$ cat src/rtl/nfc_picc_responder.sv
// nfc_picc_responder: MFRC522 front end plus one ISO14443A card answering the detector command interface
module nfc_picc_responder #(
   parameter int unsigned RESP_DELAY = 5,
   parameter int unsigned IRQ_PULSE  = 10,
   parameter logic [7:0]  ATQA_LO    = 8'h04,
   parameter logic [7:0]  SAK_VALUE  = 8'h08
) (
   input  logic        clk,
   input  logic        rst_n,
   input  logic        card_present,
   input  logic [31:0] card_uid,
   output logic        nfc_irq,
   input  logic        nfc_cmd_valid,
   output logic        nfc_cmd_ready,
   input  logic        nfc_cmd_write,
   input  logic [5:0]  nfc_cmd_addr,
   input  logic [7:0]  nfc_cmd_wdata,
   output logic [7:0]  nfc_cmd_rdata,
   output logic        nfc_cmd_done,
   output logic        cmd_error,
   output logic [2:0]  picc_state
);
   typedef enum logic [2:0] {ST_OFF = 3'd0, ST_IDLE = 3'd1, ST_READY = 3'd2, ST_ACTIVE = 3'd3, ST_HALT = 3'd4} state_t;
   state_t      r_state, w_st_eff, w_nstate;
   logic        r_card_q, r_uid_sent, r_busy, r_write, r_done, r_err;
   logic [31:0] r_uid, w_uid_eff;
   logic [2:0]  r_rd_ptr, w_ptr_eff, w_nptr;
   logic [7:0]  r_irq_cnt, r_dly_cnt, r_wdata, r_rdata, w_rdata, w_rd_byte, w_bcc;
   logic [5:0]  r_addr;
   logic        w_arrive, w_remove, w_fire, w_accept, w_sent_eff, w_nsent, w_err;
   assign w_arrive   = card_present & ~r_card_q;
   assign w_remove   = ~card_present & r_card_q;
   assign w_fire     = r_busy && (r_dly_cnt == 8'd1);
   assign w_accept   = nfc_cmd_valid && !r_busy;
   // a card event in the done cycle is applied before the command decodes
   assign w_st_eff   = w_arrive ? ST_IDLE : (w_remove ? ST_OFF : r_state);
   assign w_uid_eff  = w_arrive ? card_uid : r_uid;
   assign w_sent_eff = w_arrive ? 1'b0 : r_uid_sent;
   assign w_ptr_eff  = w_arrive ? 3'd0 : r_rd_ptr;
   assign w_bcc      = w_uid_eff[7:0] ^ w_uid_eff[15:8] ^ w_uid_eff[23:16] ^ w_uid_eff[31:24];
   assign w_rd_byte  = (w_ptr_eff == 3'd0) ? w_uid_eff[7:0]   :
                       (w_ptr_eff == 3'd1) ? w_uid_eff[15:8]  :
                       (w_ptr_eff == 3'd2) ? w_uid_eff[23:16] :
                       (w_ptr_eff == 3'd3) ? w_uid_eff[31:24] : w_bcc;
   assign nfc_cmd_ready = ~r_busy;
   assign nfc_cmd_done  = r_done;
   assign nfc_cmd_rdata = r_rdata;
   assign cmd_error     = r_err;
   assign nfc_irq       = (r_irq_cnt != 8'd0);
   assign picc_state    = r_state;
   // card state register
   always_ff @(posedge clk or negedge rst_n) begin
      if (!rst_n) r_state <= ST_OFF;
      else        r_state <= w_nstate;
   end
   // next card state and response byte, decoded only in the done cycle
   always_comb begin
      w_nstate = w_st_eff;
      w_nsent  = w_sent_eff;
      w_nptr   = w_ptr_eff;
      w_rdata  = 8'h00;
      w_err    = 1'b0;
      if (w_fire) begin
         if (!r_write) begin
            if (r_addr == 6'h09) begin
               w_rdata = w_rd_byte;
               w_nptr  = (w_ptr_eff >= 3'd4) ? 3'd0 : w_ptr_eff + 3'd1;
            end
         end else if (r_addr == 6'h09) begin
            w_rdata = 8'hFF;
            w_err   = 1'b1;
            case (r_wdata)
               8'h26: if (w_st_eff == ST_IDLE) begin
                  w_nstate = ST_READY; w_rdata = ATQA_LO; w_err = 1'b0;
               end
               8'h52: if (w_st_eff == ST_IDLE || w_st_eff == ST_HALT) begin
                  w_nstate = ST_READY; w_rdata = ATQA_LO; w_err = 1'b0;
               end
               8'h93: if (w_st_eff == ST_READY && !w_sent_eff) begin
                  w_rdata = w_uid_eff[7:0]; w_nsent = 1'b1; w_nptr = 3'd1; w_err = 1'b0;
               end else if (w_st_eff == ST_READY) begin
                  w_nstate = ST_ACTIVE; w_rdata = SAK_VALUE; w_nsent = 1'b0; w_err = 1'b0;
               end
               8'h50: if (w_st_eff == ST_ACTIVE) begin
                  w_nstate = ST_HALT; w_rdata = 8'h00; w_err = 1'b0;
               end
               default: ;
            endcase
         end
      end
   end
   // card tracking, irq pulse, command handshake and response registers
   always_ff @(posedge clk or negedge rst_n) begin
      if (!rst_n) begin
         r_card_q   <= 1'b0;
         r_uid      <= '0;
         r_uid_sent <= 1'b0;
         r_rd_ptr   <= '0;
         r_irq_cnt  <= '0;
         r_busy     <= 1'b0;
         r_dly_cnt  <= '0;
         r_write    <= 1'b0;
         r_addr     <= '0;
         r_wdata    <= '0;
         r_done     <= 1'b0;
         r_rdata    <= '0;
         r_err      <= 1'b0;
      end else begin
         r_card_q   <= card_present;
         r_uid      <= w_uid_eff;
         r_uid_sent <= w_nsent;
         r_rd_ptr   <= w_nptr;
         r_irq_cnt  <= w_arrive ? 8'(IRQ_PULSE) : (w_remove || r_irq_cnt == 8'd0) ? 8'd0 : r_irq_cnt - 8'd1;
         r_done     <= w_fire;
         r_rdata    <= w_rdata;
         r_err      <= w_err;
         if (w_accept) begin
            r_busy    <= 1'b1;
            r_dly_cnt <= 8'(RESP_DELAY);
            r_write   <= nfc_cmd_write;
            r_addr    <= nfc_cmd_addr;
            r_wdata   <= nfc_cmd_wdata;
         end else if (w_fire) begin
            r_busy    <= 1'b0;
            r_dly_cnt <= 8'd0;
         end else if (r_busy) begin
            r_dly_cnt <= r_dly_cnt - 8'd1;
         end
      end
   end
endmodule
$ cat config.mk
export PLATFORM = sky130hd
export DESIGN_NAME = nfc_picc_responder
export DESIGN_NICKNAME = d
export VERILOG_FILES = /design/src/rtl/nfc_picc_responder.sv
export SDC_FILE = /design/constraint.sdc
export NUM_CORES = 1
export LEC_CHECK = 0
export CELL_PAD_IN_SITES_DETAIL_PLACEMENT = 1
export CELL_PAD_IN_SITES_GLOBAL_PLACEMENT = 1
export CORE_AREA = 2 2 108 110
export DETAILED_ROUTE_END_ITERATION = 8
export DIE_AREA = 0 0 110 112
export GPL_ROUTABILITY_DRIVEN = 0
export PLACE_DENSITY_LB_ADDON = 0.1
export SLEW_MARGIN = 10
export SYNTH_ARGS = -nofsm -noshare
export SYNTH_HDL_FRONTEND = slang
export SYNTH_SLANG_ARGS = --single-unit
$ cat constraint.sdc
create_clock -name clk -period 3.4 [get_ports clk]
set_input_delay 0.34 -clock clk [delete_from_list [all_inputs] [get_ports clk]]
set_output_delay 0.34 -clock clk [all_outputs]
set_load 0.01 [all_outputs]
* Word level (Yosys, flattened, before mapping)
Index checks and enable logic that the tools add are counted.
Widths: inputs -> output; s select.
** Word-level totals
- Word-level logic and storage cells :: 108
- Bits of input ports :: 51
- Output and inout port bits :: 15
- Register bits :: 82
** Operators by class
- Reductions and logical operators :: 12
- Mux-type cells :: 57
- Bitwise logic cells :: 8
- Equality and inequality tests :: 13
- Magnitude comparators :: 1
- Add/sub/neg operators :: 3
** Operators with widths (number)
- $mux 8 :: 18
- $mux 3 :: 18
- $mux 32 :: 1
- $pmux 8 s4 :: 1
- $xor 8x8->8 :: 3
- $mux 1 :: 17
- $eq 8x7->1 const B :: 2
- $sub 8x1->8 const B :: 2
- $eq 3x2->1 const B :: 4
- $pmux 3 s4 :: 1
- $eq 8x1->1 const B :: 1
- $eq 8x6->1 const B :: 1
- $eq 8x8->1 const B :: 1
- $logic_not 8->1 :: 1
- $reduce_bool 8->1 :: 1
- $eq 3x1->1 const B :: 2
- $eq 6x4->1 const B :: 1
- $pmux 1 s4 :: 1
- $add 3x1->3 const B :: 1
- $eq 3x3->1 const B :: 1
- $ge 3x3->1 const B :: 1
- $logic_and 1x1->1 :: 3
- $logic_not 3->1 :: 1
- $not 1->1 :: 3
- other kinds (5) :: 8

* Logic depth before layout (Yosys ltp)
Gate-level depths: netlist of the first run.
- Depth after elaboration :: 13
- Mapped depth :: 15
- Depth with buffers taken out :: 9

* Least setup slack after synthesis of the first run
No wires, ideal clock.
- Path type :: reg2reg
- Start point :: reg r_card_q
- End point :: reg r_rdata[2], in the netlist nfc_cmd_rdata[2]
- Setup slack :: 0.689 ns
- Arrival :: 2.617 ns
- Buffers on the path :: 4
- Library setup time :: 0.094 ns
- Clock period less this slack :: 2.711 ns
- Stages on the path, launching flop included :: 13
- Data required time :: 3.306 ns
- Path through :: dfrtp_1 -> nand2b_4 -> buf_6 -> buf_6 -> buf_8 -> buf_2 -> nand2_1 -> inv_1 -> ha_1 -> ha_1 -> or4_1 -> a31o_1 -> a221oi_2
** On the way
- Longest elaborated chain between the ends :: 13
- Elaborated cells on any way between the ends :: 31
- Classes of those cells :: eq/ne (5); mux (17); bitwise (6); reduce/logical (3)
** Ends and longest elaborated chain
- start: declaration :: line 25 : logic r_card_q, r_uid_sent, r_busy, r_write, r_done, r_err;
- start signal: assignment :: line 109 : r_card_q <= card_present;
- $not 1->1 :: line 31 : assign w_arrive = card_present & ~r_card_q;
- $and 1x1->1 :: line 31
- $mux 32 :: line 37 : assign w_uid_eff = w_arrive ? card_uid : r_uid;
- $xor 8x8->8 (3 in series) :: line 40 : assign w_bcc = w_uid_eff[7:0] ^ w_uid_eff[15:8] ^ w_uid_eff[23:16] ^ w_uid_eff[31:24];
- $mux 8 :: line 44 : (w_ptr_eff == 3'd3) ? w_uid_eff[31:24] : w_bcc;
- $mux 8 :: line 43 : (w_ptr_eff == 3'd2) ? w_uid_eff[23:16] :
- $mux 8 :: line 42 : (w_ptr_eff == 3'd1) ? w_uid_eff[15:8] :
- $mux 8 :: line 41 : assign w_rd_byte = (w_ptr_eff == 3'd0) ? w_uid_eff[7:0] :
- $mux 8 :: line 65 : if (r_addr == 6'h09) begin
- $mux 8 * :: line 64 : if (!r_write) begin
- $mux 8 * :: line 63 : if (w_fire) begin
- net w_rdata[2] :: line 28 : logic [7:0] r_irq_cnt, r_dly_cnt, r_wdata, r_rdata, w_rdata, w_rd_byte, w_bcc;
- end signal: assignment :: line 115 : r_rdata <= w_rdata;
- end: declaration :: line 28
The timed path passes the listed nets; every way through them passes the cells marked *.
A chain may end at the register's enable or synchronous reset.

* Worst setup path after layout of the first run
- Start point :: in card_present
- End point :: reg r_rdata[3], in the netlist nfc_cmd_rdata[3]
** On the way
- Longest elaborated chain between the ends :: 12
- Elaborated cells on any way between the ends :: 35
- Classes of those cells :: eq/ne (7); mux (18); bitwise (6); reduce/logical (4)
** Ends and longest elaborated chain
- start: declaration :: line 10 : input logic card_present,
- $and 1x1->1 :: line 31
- $mux 32 :: line 37
- $xor 8x8->8 (3 in series) :: line 40
- $mux 8 :: line 44
- $mux 8 :: line 43
- $mux 8 :: line 42
- $mux 8 :: line 41
- $mux 8 :: line 65
- $mux 8 * :: line 64
- $mux 8 * :: line 63
- net w_rdata[3] :: line 28
Marked as above.

==> flow_metrics.tcl, run 1 <==
set metrics [dict create \
    status "complete, no violations" \
    wl_mm 12.0 \
    min_period_ns 2.86 \
    ys.flop_type "dfrtp_1" \
    cts_tree "yes" \
    rows 39 \
    area_growth_pct 22.7 \
    dp_hpwl_mm 8.66 \
    min_path_type "input pin to asynchronous set/reset pin" \
    die_area_mm2 0.0123 \
    crit_type "input pin to flop" \
    synthDistinctLibCells 64 \
    port_buffers 65 \
    p_leak_nw 2.57 \
    via_count 3806 \
    place_ws_ns 0.237 \
    synth_edf_count 0 \
    post-route-drc-count 0 \
    critPathMaxFanout 8 \
    arrival_ns 3.02 \
    period_share_pct 84.2 \
    die_h_um 112 \
    vias_per_cell 5.54 \
    required_ns 3.56 \
    cts_setup_buffers 0 \
    overflow 0 \
    clk_latency_ns 0.34 \
    rsz0062_at_grt "false" \
    final_util_pct 51.2 \
    grt_pass1_vias 3994 \
    antenna_left 0 \
    setup_ws_ns 0.537 \
    netlist_area_mm2 0.00466 \
    h-tree-depth 3 \
    grt_pass1_wl_mm 19.9 \
    die_w_um 110 \
    synthCells 472 \
    setup_viol 0 \
    cp-end-kind "flop" \
    yosysSeqAreaShare_pct 44.0 \
    synth_warnings 0 \
    slew_violations 0 \
    maxCapViolations 0 \
    ioPinCount 66 \
    num_antenna_cells 0 \
    peakVddDrop_mv 0.280 \
    grt_usage_pct 21.1 \
    crit_slowest_cell "nor3b_1" \
    crit_path_start_kind "input pin" \
    initial_core_util_pct 41.7 \
    critPathMaxStageDelay_ns 0.89 \
    clk_pin_slew_ns 0.06 \
    first_iter_violations 111 \
    fmax_mhz 349 \
    skew_ns 0.00593 \
    dp.cells 670 \
    path_cells "clkdlybuf4s50_1, xnor2_1, nand2_1, o21ai_0, o31a_2, nor3b_1, a221oi_1" \
    drive_gt1_share_pct 11.8 \
    core_mm2 0.0112 \
    avgSynthCellArea_um2 9.88 \
    post_layout_nonfiller_instances 687 \
    antenna_found_initial 0 \
    root_buffer "clkbuf_16" \
    max-clock-path-buffers 2 \
    wl_per_cell_um 17.5 \
    relSlewSlack_pct 25.9 \
    syn_nets 534 \
    cp_num_buf_inv 1 \
    dr.pass1.iters 4 \
    critical-path-top-delay-family "simple AND/OR/NAND/NOR gates" \
    synthArstFlopShare_pct 100 \
    grt_max_degree 42 \
    worst_pin_slew_ns 1.11 \
    nets 601 \
    cts.sinks 82 \
    tns_ns 0 \
    hold_viol_final 0 \
    cts_made_buffers 9 \
    power.density_mw_per_mm2 614 \
    synth-seq-cells 82 \
]
-- through the flow --
stage               hold slack (ns)  instance area (um2)  total power [mW]
finish                        0.338                 5720              3.51
global route                  0.363                 5720              3.77
CTS                           0.339                 5720              3.55
detailed placement            0.143                 5440              2.63
global placement              0.142                 5440              2.56
floorplan                    0.0444                 4660              2.25
-- report_power, final --
| group | switching [mW] | leakage, nW | internal, mW |
|---|---|---|---|
| combinational | 0.642 | 1.42 | 0.536 |
| clock | 0.389 | 0.131 | 0.510 |
| sequential | 0.214 | 1.02 | 1.22 |
-- cell type report --
type / count / area (um2)
Sequential cell: 82 / 2050
Fill cell: 1277 / 5450
Tap cell: 143 / 179
Inverter: 38 / 143
Timing Repair Buffer: 74 / 731
Clock buffer: 11 / 243
Clock inverter: 5 / 30.0
Multi-Input combinational cell: 334 / 2350
-- cells in the mapped netlist (10+ instances only) --
cell type	instances	area, um2
dfrtp_1	82	2050
nand2_1	50	188
inv_1	36	135
nor2_1	36	135
a21oi_1	25	125
mux2i_1	24	240
o21ai_0	22	110
xnor2_1	16	140
mux2_2	15	169
nor3_1	15	75.1
ha_1	11	138
nand3_1	10	50.1
-- sequential cells by signal, indices dropped and copies added (netlist names) --
| register | cells |
|---|---|
| cmd_error | 1 |
| nfc_cmd_done | 1 |
| nfc_cmd_rdata | 8 |
| picc_state | 3 |
| r_addr | 6 |
| r_busy | 1 |
| r_card_q | 1 |
| r_dly_cnt | 8 |
| r_irq_cnt | 8 |
| r_rd_ptr | 3 |
| r_uid | 32 |
| r_uid_sent | 1 |
| r_wdata | 8 |
| r_write | 1 |
-- routing by layer --
layer  wire length (um)  share of wire (%)  track usage, %  up-vias
met3                345                2.9            3.10       16
met1               5450                 45            27.7     1923
met5                  0                  0               0        -
li1                   -                  -               -     1813
met2               6000                 50            34.3       54
met4                218                1.8            9.11        0
-- what timing repair did --
item / in CTS / in global routing
endpoints found under the hold margin: 3 / 0
resized for setup: 0 / 0
hold buffers: 1 / 0
-- cell usage in the layout, fill, tap and decap left out, types with 9 or more instances in the layout --
cell type	instances
clkbuf_16	9
nor2_1	36
o21ai_0	22
clkdlybuf4s50_1	64
mux2i_1	24
nor3_1	15
dfrtp_1	82
nand3_1	10
nand2_1	50
xnor2_1	16
inv_1	36
ha_1	11
mux2_2	15
a21oi_1	25
-- cells by family (layout without fill, tap and decap cells) --
family                     Yosys count  count (layout)  share of synthesized area [%]
muxes                               47              47                           11.2
DFF                                 82              82                           44.0
adders and majority gates           15              15                           3.81
xor gates and xnor gates            23              23                           4.32
buffers and inverters               56             128                           5.74
and+or+nand+nor                    150             150                           16.3
AOI/OAI and AO/OA                   99              99                           14.7
-- path summary, 6_finish.rpt --
path	from	end	slack, ns	depth (start not counted)
min in group clk	r_irq_cnt[0]	r_irq_cnt[0]	0.48	1
worst min-delay path	rst_n	r_irq_cnt[4]	0.34	2
worst max register to register	r_card_q	nfc_cmd_rdata[3]	0.75	6
max in group asynchronous	rst_n	r_uid[13]	2.35	3
worst max-delay path	card_present	nfc_cmd_rdata[3]	0.54	7
worst min register to register	r_irq_cnt[0]	r_irq_cnt[0]	0.48	1
Power figures use the tool's default switching activity.
==> run 2: changes to the inputs <==
- CORE_AREA: 2 2 108 110 -> 2 2 113 115
- DIE_AREA: 0 0 110 112 -> 0 0 115 117
- clock period: 3.4 -> 2.5 ns (I/O delays scaled with it)
==> run 2 against run 1 <==
Net effect:
- setup slack lost 0.42 ns
- count of clock-buffer cells in the layout grew 3
- critical path depth grew 4
- cell count grew 7.4%
- combinational power grew 56%
- critical endpoint unchanged
- largest cell class unchanged
- highest routed layer unchanged
==> flow_metrics.tcl, run 2 (synthesis gave the netlist of run 1 again) <==
set metrics [dict create \
    clk_pin_slew_ns 0.06 \
    post-route-drc-count 0 \
    core_mm2 0.0123 \
    grt.busiest_layer "met2" \
    final_cell_mix "dfrtp_1, clkdlybuf4s50_1, buf_4, nand2_1, nor2_1" \
    area_growth_pct 32.8 \
    min_path_type "input pin to asynchronous set/reset pin" \
    wl_per_cell_um 17.7 \
    slew_violations 0 \
    crit_path_start_kind "input pin" \
    grt_pass1_wl_mm 21.9 \
    use_met2_pct 36.4 \
    clk_latency_ns 0.34 \
    die_area_mm2 0.0135 \
    grt_max_degree 43 \
    num_antenna_cells 0 \
    wl_mm 13.1 \
    min_period_ns 2.38 \
    dp_hpwl_mm 9.63 \
    largest-register "r_uid" \
    period_share_pct 95.2 \
    setup_viol 0 \
    worst_pin_slew_ns 0.600 \
    multi_input_area_mm2 0.00242 \
    die_w_um 115 \
    setup_ws_ns 0.121 \
    fillers 1406 \
    peakVddDrop_mv 0.500 \
    antenna_found_initial 0 \
    critPathMaxFanout 8 \
    root_buffer "clkbuf_16" \
    dr.pass1.iters 4 \
    overflow 0 \
    cts.sinks 82 \
    postPlaceCellArea_mm2 0.00585 \
    port_buffers 65 \
    register_area_mm2 0.00205 \
    mostFrequentLayoutCell "dfrtp_1" \
    first_iter_violations 169 \
    final_cell_area_mm2 0.00619 \
    cp-end-kind "flop" \
    place_ws_ns -0.265 \
    arrival_ns 2.61 \
    max-clock-path-buffers 2 \
    relSlewSlack_pct 59.9 \
    drive_gt1_share_pct 19.9 \
    rows 41 \
    antenna_left 0 \
    hold_viol_final 0 \
    die_h_um 117 \
    ioPinCount 66 \
    cts_made_buffers 9 \
    initial_core_util_pct 37.9 \
    rsz0062_at_grt "true" \
    vias_per_cell 5.38 \
    use_met1_pct 26.5 \
    required_ns 2.73 \
    crit_type "input pin to flop" \
    cts_tree "yes" \
    maxCapViolations 0 \
    largest_reg_flops 32 \
    via_count 3969 \
    skew_ns 0.00812 \
    power.density_mw_per_mm2 831 \
    h-tree-depth 3 \
    fmax_mhz 420 \
    status "complete, no violations" \
    grt_pass1_vias 4334 \
    grt_usage_pct 20.9 \
    grt_use_met3_pct 2.88 \
    nets 645 \
    p_leak_nw 2.82 \
]
## run 2: cell count changes in the layout (fill, tap and decap cells not counted), sizes merged
cell           change
buf               +44
bufinv             +1
clkbuf             +3
clkdlybuf4s50      -1
clkinv             -2
clkinvlp           -2
dlymetal6s2s       +1
## run 2: final cells by class
cell class,instances,area share [%]
tap,150,3.03
timing repair buffer,118,17.6
inverter,38,2.34
sequential,82,33.1
clock buffer,14,4.26
clock inverter,2,0.566
multi-input combinational,334,39.1
## run 2: worst paths after layout
path,from,cells after the start,end,slack [ns]
min in group clk,card_uid[17],3,r_uid[17],0.48
max in group asynchronous,rst_n,3,nfc_cmd_rdata[7],1.40
worst max register to register,r_card_q,9,nfc_cmd_rdata[3],0.18
worst max-delay path,card_present,11,nfc_cmd_rdata[3],0.12
worst min-delay path,rst_n,2,r_irq_cnt[6],0.45
worst min register to register,r_dly_cnt[7],1,r_dly_cnt[7],0.49
## run 2: what timing repair did
item	4_1_cts	5_1_grt
endpoints found under the hold margin	40	0
hold buffers	1	0
pin swaps	0	0
setup buffers	0	0
endpoints found under the setup margin	2	5
gates resized for setup	2	5
## run 2: routing by layer
metal | up-vias | wire length, um
met5 | - | 0
met4 | 0 | 254
met3 | 21 | 335
met2 | 59 | 6560
met1 | 1994 | 5900
li1 | 1895 | -
## run 2: stage by stage
step           hold slack, ns  power (mW)  TNS (ns)  cells  util (%)
5_1_grt                 0.494        5.52   -0.0293    738      50.3
2_1_floorplan         -0.0456        3.08  -0.00741    472         -
3_5_place_dp            0.297        3.78     -1.94    721      47.5
3_3_place_gp            0.279        3.67    -0.717    721      47.5
6_report                0.454        5.15         0    738      50.3
4_1_cts                 0.473        5.20         0    738      50.1
## run 2: report_power, final
| part | switching [mW] | total [mW] | internal (mW) | leakage, nW |
|---|---|---|---|---|
| Sequential | 0.289 | 1.95 | 1.66 | 1.02 |
| Clock | 0.529 | 1.36 | 0.829 | 0.147 |
| Combinational | 0.942 | 1.84 | 0.897 | 1.65 |
| Total | 1.76 | 5.15 | 3.39 | 2.82 |
## run 2: critical path: stages
cell	delay [ns]
clkdlybuf4s50_1	0.52
buf_4	0.18
nand2b_4	0.11
nand2_4	0.09
buf_4	0.13
ha_4	0.15
a21boi_2	0.36
nor3_1	0.11
o21ai_0	0.17
o311ai_0	0.21
a221oi_1	0.33
==> run 3: changes to the inputs <==
- CORE_AREA: 2 2 113 115 -> 2 2 130 100
- DIE_AREA: 0 0 115 117 -> 0 0 132 102
==> run 3 against run 2 <==
Net effect:
- fmax barely moved
- wire length fell by 0.47%
- non-clock buffer count decreased by 10
- core utilization rose by 0.38 points
- clock skew increased by 0.0023 ns
- sequential power is essentially flat
- via count is 0.33% lower
- sequential cell count did not move
- worst hold slack lost 0.037 ns
- sequential share of layout area rose by 0.26 points
- global-route usage fell by 0.27 points
- largest cell class unchanged
==> flow_metrics.tcl, run 3 (synthesis gave the netlist of run 1 again) <==
set metrics [dict create \
    status "complete, no violations" \
    required_ns 2.25 \
    grt_usage_pct 20.6 \
    rows 35 \
    antenna_found_initial 0 \
    first_iter_violations 135 \
    power.density_mw_per_mm2 847 \
    nets 635 \
    cts_made_buffers 9 \
    post_layout_nonfiller_instances 744 \
    swShare_pct 34.1 \
    p_clk_share_pct 27.7 \
    period_share_pct 95.2 \
    h-tree-depth 3 \
    dr.pass1.iters 4 \
    relSlewSlack_pct 62.3 \
    seqPwrFrac_pct 37.4 \
    critPathMaxFanout 3 \
    cp-end-kind "output port" \
    overflow 0 \
    crit_type "flop to output port" \
    setup_viol 0 \
    final_cell_mix "dfrtp_1, clkdlybuf4s50_1, nand2_1, buf_4, nor2_1" \
    peakVddDrop_mv 0.394 \
    wl_per_cell_um 17.5 \
    largest-register "r_uid" \
    holdWs_ns 0.418 \
    dp.cells 727 \
    largest_reg_flops 32 \
    drive_gt1_share_pct 19.0 \
    area_growth_pct 31.8 \
    die_w_um 132 \
    cts_tree "yes" \
    num_antenna_cells 0 \
    rsz0062_at_grt "false" \
    crit_slowest_cell "or4_4" \
    p_int_mw 3.43 \
    maxCapViolations 0 \
    min_path_type "input pin to asynchronous set/reset pin" \
    via_count 3956 \
    cts_setup_buffers 0 \
    r2r_cells 10 \
    fillers 1359 \
    r2r_setup_slack_ns 0.15 \
    mostFrequentLayoutCell "dfrtp_1" \
    clk_latency_ns 0.34 \
    arrival_ns 2.13 \
    place_ws_ns -0.400 \
    grt_max_degree 49 \
    antenna_left 0 \
    postPlaceCellArea_mm2 0.00578 \
    critical-path-top-delay-family "simple AND/OR/NAND/NOR gates" \
    root_buffer "clkbuf_16" \
    setup_ws_ns 0.119 \
    vias_per_cell 5.32 \
    worst_pin_slew_ns 0.563 \
    critPathMaxStageDelay_ns 0.57 \
    post-route-drc-count 0 \
    die_area_mm2 0.0135 \
    grt_pass1_vias 4277 \
    total_power_mw 5.21 \
    hold_viol_final 0 \
    cp_num_buf_inv 2 \
    wl_mm 13.0 \
    path_cells "or4_4, nor4b_4, inv_1, clkdlybuf4s50_1" \
    clk_pin_slew_ns 0.06 \
    cts.sinks 82 \
    min_period_ns 2.38 \
    initial_core_util_pct 38.5 \
    r2r-end "nfc_cmd_rdata[3]" \
    grt_pass1_wl_mm 21.9 \
    crit_path_start_kind "flop" \
    die_h_um 102 \
    power.switching_mw 1.77 \
    fmax_mhz 420 \
    final_cell_area_mm2 0.00615 \
    skew_ns 0.0105 \
    p_leak_nw 2.78 \
    ioPinCount 66 \
    port_buffers 65 \
    dp_hpwl_mm 9.61 \
    slew_violations 0 \
    timing.rr.start "r_card_q" \
    power_frac_comb_pct 34.9 \
    core_mm2 0.0121 \
    max-clock-path-buffers 2 \
]
-- run 3: final cells by class --
cell class | instances | area, um2 | area share [%]
clock inverter | 5 | 77.6 | 1.26
multi-input combinational | 334 | 2420 | 39.4
inverter | 38 | 145 | 2.36
clock buffer | 11 | 243 | 3.95
timing repair buffer | 108 | 998 | 16.2
tap | 166 | 208 | 3.38
sequential | 82 | 2050 | 33.4
-- run 3: layer usage --
layer  part of all wire, %  wire length (um)  track usage [%]  vias to the layer above
met5                     0                 0                0                        -
met4                  0.65                84             5.69                        0
met3                   3.9               510             4.81                        8
met2                    46              6040             33.8                       63
met1                    49              6360             27.7                     2006
li1                      -                 -                -                     1879
-- run 3: power groups by stage --
stage                     logic (mW)  clock network [mW]  registers [mW]
after floorplan                 1.20                   0            1.88
after global placement          1.69                   0            1.95
after detailed placement        1.77                   0            1.96
after CTS                       1.80                1.48            1.95
after global routing            2.03                1.54            2.01
final                           1.81                1.44            1.95
-- run 3: worst max-delay path by stage --
| stage | startpoint | end | slack [ns] | cells after the start |
|---|---|---|---|---|
| finish | r_irq_cnt[5] | nfc_irq | 0.12 | 4 |
| global route | card_present | nfc_cmd_rdata[4] | 0.01 | 10 |
| CTS | r_irq_cnt[5] | nfc_irq | -0.001 | 4 |
| detailed placement | card_present | nfc_cmd_rdata[3] | -0.40 | 7 |
| global placement | card_present | nfc_cmd_rdata[3] | -0.26 | 7 |
| floorplan | r_card_q | nfc_cmd_rdata[3] | -0.007 | 14 |
-- run 3: timing repair --
item                       CTS  global route
setup endpoints to repair    8             3
hold buffers                 1             0
pin swaps                    0             0
hold endpoints to repair    34             0
resized for setup            2             6
-- run 3: worst register-to-register path, cell delays in order (launching register included) --
cell and delay [ns]:
dfrtp_2 0.43, nand2b_4 0.22, nand2_4 0.08, inv_4 0.07, ha_4 0.14, a21boi_2 0.38, nor3_1 0.12, o21ai_0 0.19
o311ai_0 0.19, buf_4 0.19, a221oi_1 0.24
-- run 3: per-stage QoR --
step | TNS [ns] | util, %
floorplan | -0.00741 | -
global placement | -1.57 | 47.6
detailed placement | -2.99 | 47.6
CTS | -0.00119 | 50.4
global route | 0 | 50.7
finish | 0 | 50.7
